### src/rtl/uart_tx_cfg_if.sv
// uart_tx_cfg_if: parallel-side and line-side signals of the configurable UART transmitter.
`default_nettype none
`timescale 1ns/1ps

interface uart_tx_cfg_if #(
  parameter int DATA_WIDTH     = 8,
  parameter int PRESCALE_WIDTH = 6
);
  logic [DATA_WIDTH-1:0]     P_DATA;
  logic                      DATA_VALID;
  logic                      PAR_EN;
  logic                      PAR_TYP;
  logic                      STOP2;
  logic [PRESCALE_WIDTH-1:0] PRESCALE;
  logic                      TX_OUT;
  logic                      BUSY;
  logic                      TX_DONE;

  modport master (
    output P_DATA, DATA_VALID, PAR_EN, PAR_TYP, STOP2, PRESCALE,
    input  TX_OUT, BUSY, TX_DONE
  );

  modport slave (
    input  P_DATA, DATA_VALID, PAR_EN, PAR_TYP, STOP2, PRESCALE,
    output TX_OUT, BUSY, TX_DONE
  );
endinterface

`default_nettype wire

### src/rtl/uart_tx_cfg.sv
// uart_tx_cfg: UART transmitter with configurable width, parity, stop bits and per-bit prescale.
// Rev 1.0 - initial release.
`default_nettype none
`timescale 1ns/1ps

module uart_tx_cfg #(
  parameter int DATA_WIDTH     = 8,
  parameter int PRESCALE_WIDTH = 6
) (
  input  logic          CLK,
  input  logic          RST,
  uart_tx_cfg_if.slave  bus
);

  generate
    if (DATA_WIDTH < 5 || DATA_WIDTH > 9) begin : g_width_check
      $error("uart_tx_cfg: DATA_WIDTH must be in 5..9");
    end
  endgenerate

  localparam int BIT_W = $clog2(DATA_WIDTH);
  localparam logic [BIT_W-1:0]          LAST_BIT = BIT_W'(DATA_WIDTH - 1);
  localparam logic [BIT_W-1:0]          BIT_ONE  = BIT_W'(1);
  localparam logic [PRESCALE_WIDTH-1:0] PS_ONE   = PRESCALE_WIDTH'(1);

  localparam logic [2:0] S_IDLE   = 3'd0;
  localparam logic [2:0] S_START  = 3'd1;
  localparam logic [2:0] S_DATA   = 3'd2;
  localparam logic [2:0] S_PARITY = 3'd3;
  localparam logic [2:0] S_STOP   = 3'd4;

  logic [2:0]                state_q, state_d;
  logic [PRESCALE_WIDTH-1:0] cnt_q, cnt_d;
  logic [PRESCALE_WIDTH-1:0] per_q, per_d;
  logic [BIT_W-1:0]          bit_q, bit_d;
  logic [DATA_WIDTH-1:0]     sh_q, sh_d;
  logic                      par_en_q, par_en_d;
  logic                      par_q, par_d;
  logic                      stop2_q, stop2_d;
  logic                      tx_q, tx_d;
  logic                      busy_q, busy_d;
  logic                      done_q, done_d;
  logic                      load;
  logic                      bit_end;

  assign bit_end = (cnt_q == per_q - PS_ONE);

  always_comb begin
    state_d  = state_q;
    cnt_d    = cnt_q;
    per_d    = per_q;
    bit_d    = bit_q;
    sh_d     = sh_q;
    par_en_d = par_en_q;
    par_d    = par_q;
    stop2_d  = stop2_q;
    tx_d     = tx_q;
    busy_d   = busy_q;
    done_d   = 1'b0;
    load     = 1'b0;

    case (state_q)
      S_IDLE: begin
        if (bus.DATA_VALID) load = 1'b1;
      end
      S_START: begin
        if (bit_end) begin
          state_d = S_DATA;
          cnt_d   = '0;
          bit_d   = '0;
          tx_d    = sh_q[0];
        end else begin
          cnt_d = cnt_q + PS_ONE;
        end
      end
      S_DATA: begin
        if (bit_end) begin
          cnt_d = '0;
          if (bit_q == LAST_BIT) begin
            bit_d = '0;
            if (par_en_q) begin
              state_d = S_PARITY;
              tx_d    = par_q;
            end else begin
              state_d = S_STOP;
              tx_d    = 1'b1;
            end
          end else begin
            // sh_q[0] is always the bit currently on the line
            bit_d = bit_q + BIT_ONE;
            sh_d  = sh_q >> 1;
            tx_d  = sh_q[1];
          end
        end else begin
          cnt_d = cnt_q + PS_ONE;
        end
      end
      S_PARITY: begin
        if (bit_end) begin
          state_d = S_STOP;
          cnt_d   = '0;
          tx_d    = 1'b1;
        end else begin
          cnt_d = cnt_q + PS_ONE;
        end
      end
      S_STOP: begin
        if (bit_end) begin
          cnt_d = '0;
          if (stop2_q && bit_q == '0) begin
            bit_d = BIT_ONE;
          end else begin
            done_d = 1'b1;
            bit_d  = '0;
            if (bus.DATA_VALID) begin
              load = 1'b1;
            end else begin
              state_d = S_IDLE;
              busy_d  = 1'b0;
              tx_d    = 1'b1;
            end
          end
        end else begin
          cnt_d = cnt_q + PS_ONE;
        end
      end
      default: begin
        state_d = S_IDLE;
        cnt_d   = '0;
        bit_d   = '0;
        tx_d    = 1'b1;
        busy_d  = 1'b0;
      end
    endcase

    // Frame configuration is captured only here and held until the next accept
    if (load) begin
      state_d  = S_START;
      cnt_d    = '0;
      bit_d    = '0;
      sh_d     = bus.P_DATA;
      par_en_d = bus.PAR_EN;
      par_d    = (^bus.P_DATA) ^ bus.PAR_TYP;
      stop2_d  = bus.STOP2;
      per_d    = (bus.PRESCALE == '0) ? PS_ONE : bus.PRESCALE;
      tx_d     = 1'b0;
      busy_d   = 1'b1;
    end
  end

  always_ff @(posedge CLK or negedge RST) begin
    if (!RST) begin
      state_q  <= S_IDLE;
      cnt_q    <= '0;
      per_q    <= PS_ONE;
      bit_q    <= '0;
      sh_q     <= '0;
      par_en_q <= 1'b0;
      par_q    <= 1'b0;
      stop2_q  <= 1'b0;
      tx_q     <= 1'b1;
      busy_q   <= 1'b0;
      done_q   <= 1'b0;
    end else begin
      state_q  <= state_d;
      cnt_q    <= cnt_d;
      per_q    <= per_d;
      bit_q    <= bit_d;
      sh_q     <= sh_d;
      par_en_q <= par_en_d;
      par_q    <= par_d;
      stop2_q  <= stop2_d;
      tx_q     <= tx_d;
      busy_q   <= busy_d;
      done_q   <= done_d;
    end
  end

  assign bus.TX_OUT  = tx_q;
  assign bus.BUSY    = busy_q;
  assign bus.TX_DONE = done_q;

endmodule

`default_nettype wire

### src/flat_wrapper.sv
// flat-port wrapper written by rule: the top's interface ports become plain ports
module uart_tx_cfg_flat 
#(
  parameter int DATA_WIDTH     = 8,
  parameter int PRESCALE_WIDTH = 6
)
  (CLK, RST, bus_P_DATA, bus_DATA_VALID, bus_PAR_EN, bus_PAR_TYP, bus_STOP2, bus_PRESCALE, bus_TX_OUT, bus_BUSY, bus_TX_DONE);
  uart_tx_cfg_if #(.DATA_WIDTH(DATA_WIDTH), .PRESCALE_WIDTH(PRESCALE_WIDTH)) bus_i ();
  input  logic CLK;
  input  logic RST;
  input wire logic [$bits(bus_i.P_DATA)-1:0] bus_P_DATA;
  input wire logic [$bits(bus_i.DATA_VALID)-1:0] bus_DATA_VALID;
  input wire logic [$bits(bus_i.PAR_EN)-1:0] bus_PAR_EN;
  input wire logic [$bits(bus_i.PAR_TYP)-1:0] bus_PAR_TYP;
  input wire logic [$bits(bus_i.STOP2)-1:0] bus_STOP2;
  input wire logic [$bits(bus_i.PRESCALE)-1:0] bus_PRESCALE;
  output wire logic [$bits(bus_i.TX_OUT)-1:0] bus_TX_OUT;
  output wire logic [$bits(bus_i.BUSY)-1:0] bus_BUSY;
  output wire logic [$bits(bus_i.TX_DONE)-1:0] bus_TX_DONE;
  assign bus_i.P_DATA = bus_P_DATA;
  assign bus_i.DATA_VALID = bus_DATA_VALID;
  assign bus_i.PAR_EN = bus_PAR_EN;
  assign bus_i.PAR_TYP = bus_PAR_TYP;
  assign bus_i.STOP2 = bus_STOP2;
  assign bus_i.PRESCALE = bus_PRESCALE;
  assign bus_TX_OUT = bus_i.TX_OUT;
  assign bus_BUSY = bus_i.BUSY;
  assign bus_TX_DONE = bus_i.TX_DONE;
  uart_tx_cfg #(.DATA_WIDTH(DATA_WIDTH), .PRESCALE_WIDTH(PRESCALE_WIDTH)) u_core (.CLK(CLK), .RST(RST), .bus(bus_i));
endmodule
### config.mk
export PLATFORM = sky130hd
export DESIGN_NAME = uart_tx_cfg_flat
export DESIGN_NICKNAME = d
export VERILOG_FILES = /design/src/rtl/uart_tx_cfg_if.sv /design/src/rtl/uart_tx_cfg.sv /design/src/flat_wrapper.sv
export SDC_FILE = /design/constraint.sdc
export NUM_CORES = 1
export LEC_CHECK = 0
export BUFFER_PORTS_ARGS = -buffer_cell sky130_fd_sc_hd__buf_2
export CAP_MARGIN = 20
export CORE_ASPECT_RATIO = 2
export CORE_UTILIZATION = 55
export CTS_CLUSTER_DIAMETER = 150
export DETAILED_ROUTE_END_ITERATION = 10
export GPL_ROUTABILITY_DRIVEN = 0
export PLACE_DENSITY_LB_ADDON = 0.08
export SYNTH_ARGS = -nofsm -noshare
export SYNTH_HDL_FRONTEND = slang
export SYNTH_SLANG_ARGS = --single-unit
### constraint.sdc
create_clock -name CLK -period 3.35 [get_ports CLK]
set_input_delay 0.1675 -clock CLK [delete_from_list [all_inputs] [get_ports CLK]]
set_output_delay 0.1675 -clock CLK [all_outputs]
set_load 0.005 [all_outputs]
# After elaboration in Yosys (flattened, before gate mapping)
# Index checks and enable logic that the tools add are counted.
totals:
  word_cells: 94
  register_bits: 32
  in_bits: 20
  out_inout_bits: 3
op_classes:
  reduce_logical: 15
  n_bitwise: 1
  eq_ne: 17
  addsub: 3
  mux: 47
op_table:
  columns: ["cell", "count"]
  rows:
  - ["3-bit 2-to-1 mux", 14]
  - ["8-bit 2-to-1 mux", 4]
  - ["1-bit 2-to-1 mux", 20]
  - ["6-bit 2-to-1 mux", 3]
  - ["3-bit by 1-bit inequality test with 1-bit output (second input constant)", 5]
  - ["3-bit one-hot mux with 5 select lines", 1]
  - ["3-bit one-hot mux with 4 select lines", 1]
  - ["6-bit one-hot mux with 2 select lines", 1]
  - ["2-bit by 1-bit inequality test with 1-bit output (second input constant)", 4]
  - ["4-bit AND reduction", 2]
  - ["8-bit AND reduction", 1]
  - ["4-bit OR reduction", 2]
  - ["8-bit parity", 1]
  - ["7-bit AND reduction", 1]
  - ["6-bit by 1-bit adder with 6-bit output (second input constant)", 1]
  - ["3-bit by 2-bit equality test with 1-bit output (second input constant)", 2]
  - ["3-bit equality test (second input constant)", 2]
  - ["6-bit equality test", 1]
  - ["3-bit logical NOT", 2]
  - ["6-bit logical NOT", 1]
  - ["3-bit by 2-bit inequality test with 1-bit output (second input constant)", 2]
  - ["6-bit by 1-bit subtractor with 6-bit output (second input constant)", 1]
  - ["1-bit one-hot mux with 5 select lines", 1]
  - ["1-bit one-hot mux with 2 select lines", 2]
  - ["7 further kinds", 8]

# Logic depth before layout (Yosys ltp)
depth:
  ltp_word: 7
  depth_mapped: 9
  ltp_nobuf: 8

# Least setup slack after synthesis
# OpenSTA, ideal clock, no wires.
synth_path:
  path_kind: "register to register"
  startpoint: "register u_core.per_q[0]"
  endpoint: "register u_core.per_q[2]"
  path_buffers: 1
  slack_ns: 0.909
  stages_incl_launch_ff: 9
  synth_period_minus_slack_ns: 2.441
  setup_time_ns: 0.125
  arrival_time_ns: 2.316
  t_required_ns: 3.225
  cell_sequence: "dfstp_2 > inv_1 > ha_1 > or3_4 > a31oi_4 > a31oi_4 > or2_4 > buf_6 > mux2_4"
synth_via:
  elab_chain_len: 4
synth_lines:
  columns: ["item", "line", "source"]
  rows:
  - ["from (decl)", "uart_tx_cfg.sv:34", "logic [PRESCALE_WIDTH-1:0] per_q, per_d;"]
  - ["from (signal assigned)", "uart_tx_cfg.sv:167", "per_q <= per_d;"]
  - ["6-bit by 1-bit subtractor with 6-bit output", "uart_tx_cfg.sv:46", "assign bit_end = (cnt_q == per_q - PS_ONE);"]
  - ["6-bit equality test", "uart_tx_cfg.sv:46", null]
  - ["1-bit 2-to-1 mux", "uart_tx_cfg.sv:108", "if (bit_end) begin"]
  - ["1-bit one-hot mux with 2 select lines", "uart_tx_cfg.sv:62", "case (state_q)"]
# No other way between the ends.
# A chain may end at the register's enable or synchronous reset.

# Worst setup path in the final report
layout_path:
  startpoint: "register u_core.per_q[0]"
  endpoint: "register u_core.stop2_q"
layout_via:
  elab_chain_len: 4
layout_lines:
  columns: ["item", "line", "source"]
  rows:
  - ["6-bit by 1-bit subtractor with 6-bit output", "uart_tx_cfg.sv:46", null]
  - ["6-bit equality test", "uart_tx_cfg.sv:46", null]
  - ["1-bit 2-to-1 mux", "uart_tx_cfg.sv:108", null]
  - ["1-bit one-hot mux with 2 select lines", "uart_tx_cfg.sv:62", null]
  - ["to (signal assigned)", "uart_tx_cfg.sv:172", "stop2_q <= stop2_d;"]
  - ["to (decl)", "uart_tx_cfg.sv:39", "logic stop2_q, stop2_d;"]
# No other way between the ends.

==> results_dict.tcl <==
set metrics [dict create \
    design.die.area_um2 3890 \
    io_pins 23 \
    cts_setup_buffers 0 \
    min-delay-start "bus_PAR_EN" \
    first_pass_iters 4 \
    maxCapViolations 0 \
    status "finished clean" \
    grt_pass1_wl_um 7580 \
    synthMuxAreaShare 0.0952 \
    vdd_drop_max_uv 549 \
    via_per_inst 6.00 \
    slew_headroom 0.513 \
    worstSetupPathType "register to register" \
    synth.distinct_cells 49 \
    hpwl_um 3490 \
    h-tree-depth 2 \
    numClockSinks 32 \
    core_um2 3420 \
    clk_latency_ps 280 \
    tns_ps 0 \
    clk_pin_slew_worst_paths_ps 70 \
    layout.nets 255 \
    synth_fa_ha_area_frac 0.0313 \
    cts-root-buf "clkbuf_8" \
    fin_worst_skew_ps 7.37 \
    synth.cell_area_um2 2000 \
    cts_tree "built" \
    drive_gt1_frac 0.225 \
    synth-edff-count 0 \
    antenna_cells 0 \
    synth_compound_area_frac 0.205 \
    synth_seq_cells 32 \
    drc 0 \
    grt_pass1_vias 1717 \
    leakage_nw 0.970 \
    critPathCaptureType "register" \
    design_area_um2 2250 \
    crit_end "u_core.stop2_q" \
    cp_max_fo 10 \
    async_flop_share 1.00 \
    hold_buffers 1 \
    finalCritPeriodShare 0.770 \
    synthFlopType "dfrtp_1" \
    vias 1674 \
    grt_max_degree 33 \
    finalHoldViolCount 0 \
    cts_made_buffers 5 \
    max_freq_mhz 388 \
    finalWorstPathRequiredPeriod_ps 2580 \
    syn_inst 206 \
    whs_path_depth 2 \
    num_rows 30 \
    worstReg2RegStart "u_core.per_q[0]" \
    layout_commonest_cell "dfrtp_1" \
    cp_data_arrival_time_ps 2740 \
    setup_viol 0 \
    rr_worst_depth 7 \
    required_ps 3510 \
    synth-simple-area-share 0.158 \
    r2r_slack_ps 770 \
    syn_area_per_cell_um2 9.70 \
    die_x_um 44.6 \
    area_delta_synth_final_pct 12.6 \
    dieHeight_um 87.2 \
    layout_common_cells "30 x dfrtp_1, 22 x buf_2, 16 x a21oi_1" \
    startpoint "u_core.per_q[0]" \
    overflow 0 \
    max_slew.worst_pin.slew_ps 731 \
    ant_nets 0 \
    postCtsResizedCells 0 \
    synth.net_count 231 \
    groute.usage.overall 0.264 \
    wl_um 4550 \
    yosysWarnings 0 \
    synth_seq_area_share 0.402 \
    critPathLaunchType "register" \
    yosys.area_share.xor_xnor 0.0701 \
    slew_violations 0 \
    start_util 0.585 \
    synth_top_family_by_area "compound AO/OA/AOI/OAI gates" \
    io_buffers 22 \
    wl_per_cell_um 16.3 \
    r2r-end "u_core.stop2_q" \
    dpl-instance-area_um2 2150 \
    rsz0062_at_grt "false" \
    clk_path_buf_depth 2 \
    hp-class "input port to register" \
    power.density_nw_per_um2 850 \
    antenna_found_initial 0 \
    drt-initial-drc-count 50 \
]
-- kinds of logic after synthesis --
logic type      count (synthesis)
simple gates                   61
xor+xnor                       16
compound gates                 57
fa+ha+maj                       5
mux                            17
flops                          32
buf+inv                        18
-- layer usage --
layer | routed length, um | global-route usage | vias to the layer above
li1 | - | - | 802
met1 | 1730 | 0.279 | 809
met2 | 2560 | 0.475 | 45
met3 | 116 | 0.0498 | 18
met4 | 137 | 0.135 | 0
met5 | 0 | 0 | -
-- how the worst min path moves through the flow --
stage / to
6_report: u_core.par_en_q
5_1_grt: u_core.par_en_q
4_1_cts: u_core.par_en_q
3_5_place_dp: u_core.bit_q[2]
3_3_place_gp: u_core.bit_q[1]
2_1_floorplan: u_core.bit_q[0]
-- power by group --
part           internal [W]  total (W)  switching [W]
clock network      0.000164   0.000300       0.000137
registers          0.000541   0.000709       0.000168
logic              0.000403   0.000903       0.000499
-- flip-flops by register name, summed over array words and instances (netlist names) --
register and cells:
u_core.state_q 3, u_core.sh_q 8, u_core.bus.TX_OUT 1, u_core.par_q 1
u_core.par_en_q 1, u_core.stop2_q 1, u_core.bus.BUSY 1, u_core.cnt_q 6
u_core.bus.TX_DONE 1, u_core.bit_q 3, u_core.per_q 6
-- worst max-delay path, stage by stage (launching register included) --
cell     delay [ps]
dfstp_2         560
inv_1            50
ha_1            220
or3_4           410
a31oi_4         280
a31oi_4         210
nor2_2          360
mux2_2          380
-- cells in the mapped netlist, drive strengths merged, types with 2 or more instances --
cell type / instances / area (um2)
mux2: 10 / 120
nand2b: 2 / 12.5
xor2: 2 / 17.5
buf: 2 / 16.3
or2: 2 / 15.0
o21ai: 9 / 45.0
mux2i: 7 / 70.1
nand2: 13 / 48.8
nand3b: 2 / 15.0
dfstp: 2 / 52.6
dfrtp: 30 / 751
o211a: 2 / 20.0
or3: 3 / 23.8
nand3: 7 / 35.0
and3: 3 / 18.8
a221oi: 2 / 17.5
a211oi: 2 / 15.0
nor3: 10 / 50.1
xnor2: 14 / 123
ha: 5 / 62.6
nor2b: 3 / 18.8
clkbuf: 5 / 18.8
o22ai: 3 / 18.8
nor2: 13 / 53.8
a22o: 3 / 26.3
o31ai: 2 / 15.0
a31oi: 7 / 73.8
inv: 11 / 41.3
a21oi: 16 / 80.1
-- layout make-up --
class                      instances  area (um2)
tap                               48        60.1
timing repair buffer              24         128
fill                             285        1170
inverter                          11        41.3
sequential                        32         803
multi-input combinational        156        1120
clock inverter                     2        10.0
clock buffer                       6        82.6
-- per-stage QoR --
| stage | hold slack [ps] | power [W] | setup WS, ps | util | cells |
|---|---|---|---|---|---|
| after floorplan | -128 | 0.00139 | 909 | - | 206 |
| after global placement | 251 | 0.00157 | 815 | 0.629 | 270 |
| after detailed placement | 264 | 0.00161 | 751 | 0.629 | 270 |
| after CTS | 117 | 0.00191 | 746 | 0.659 | 279 |
| after global routing | 116 | 0.00206 | 584 | 0.659 | 279 |
| final | 124 | 0.00191 | 772 | 0.659 | 279 |
Note: power is estimated with default switching activity, not from simulation.
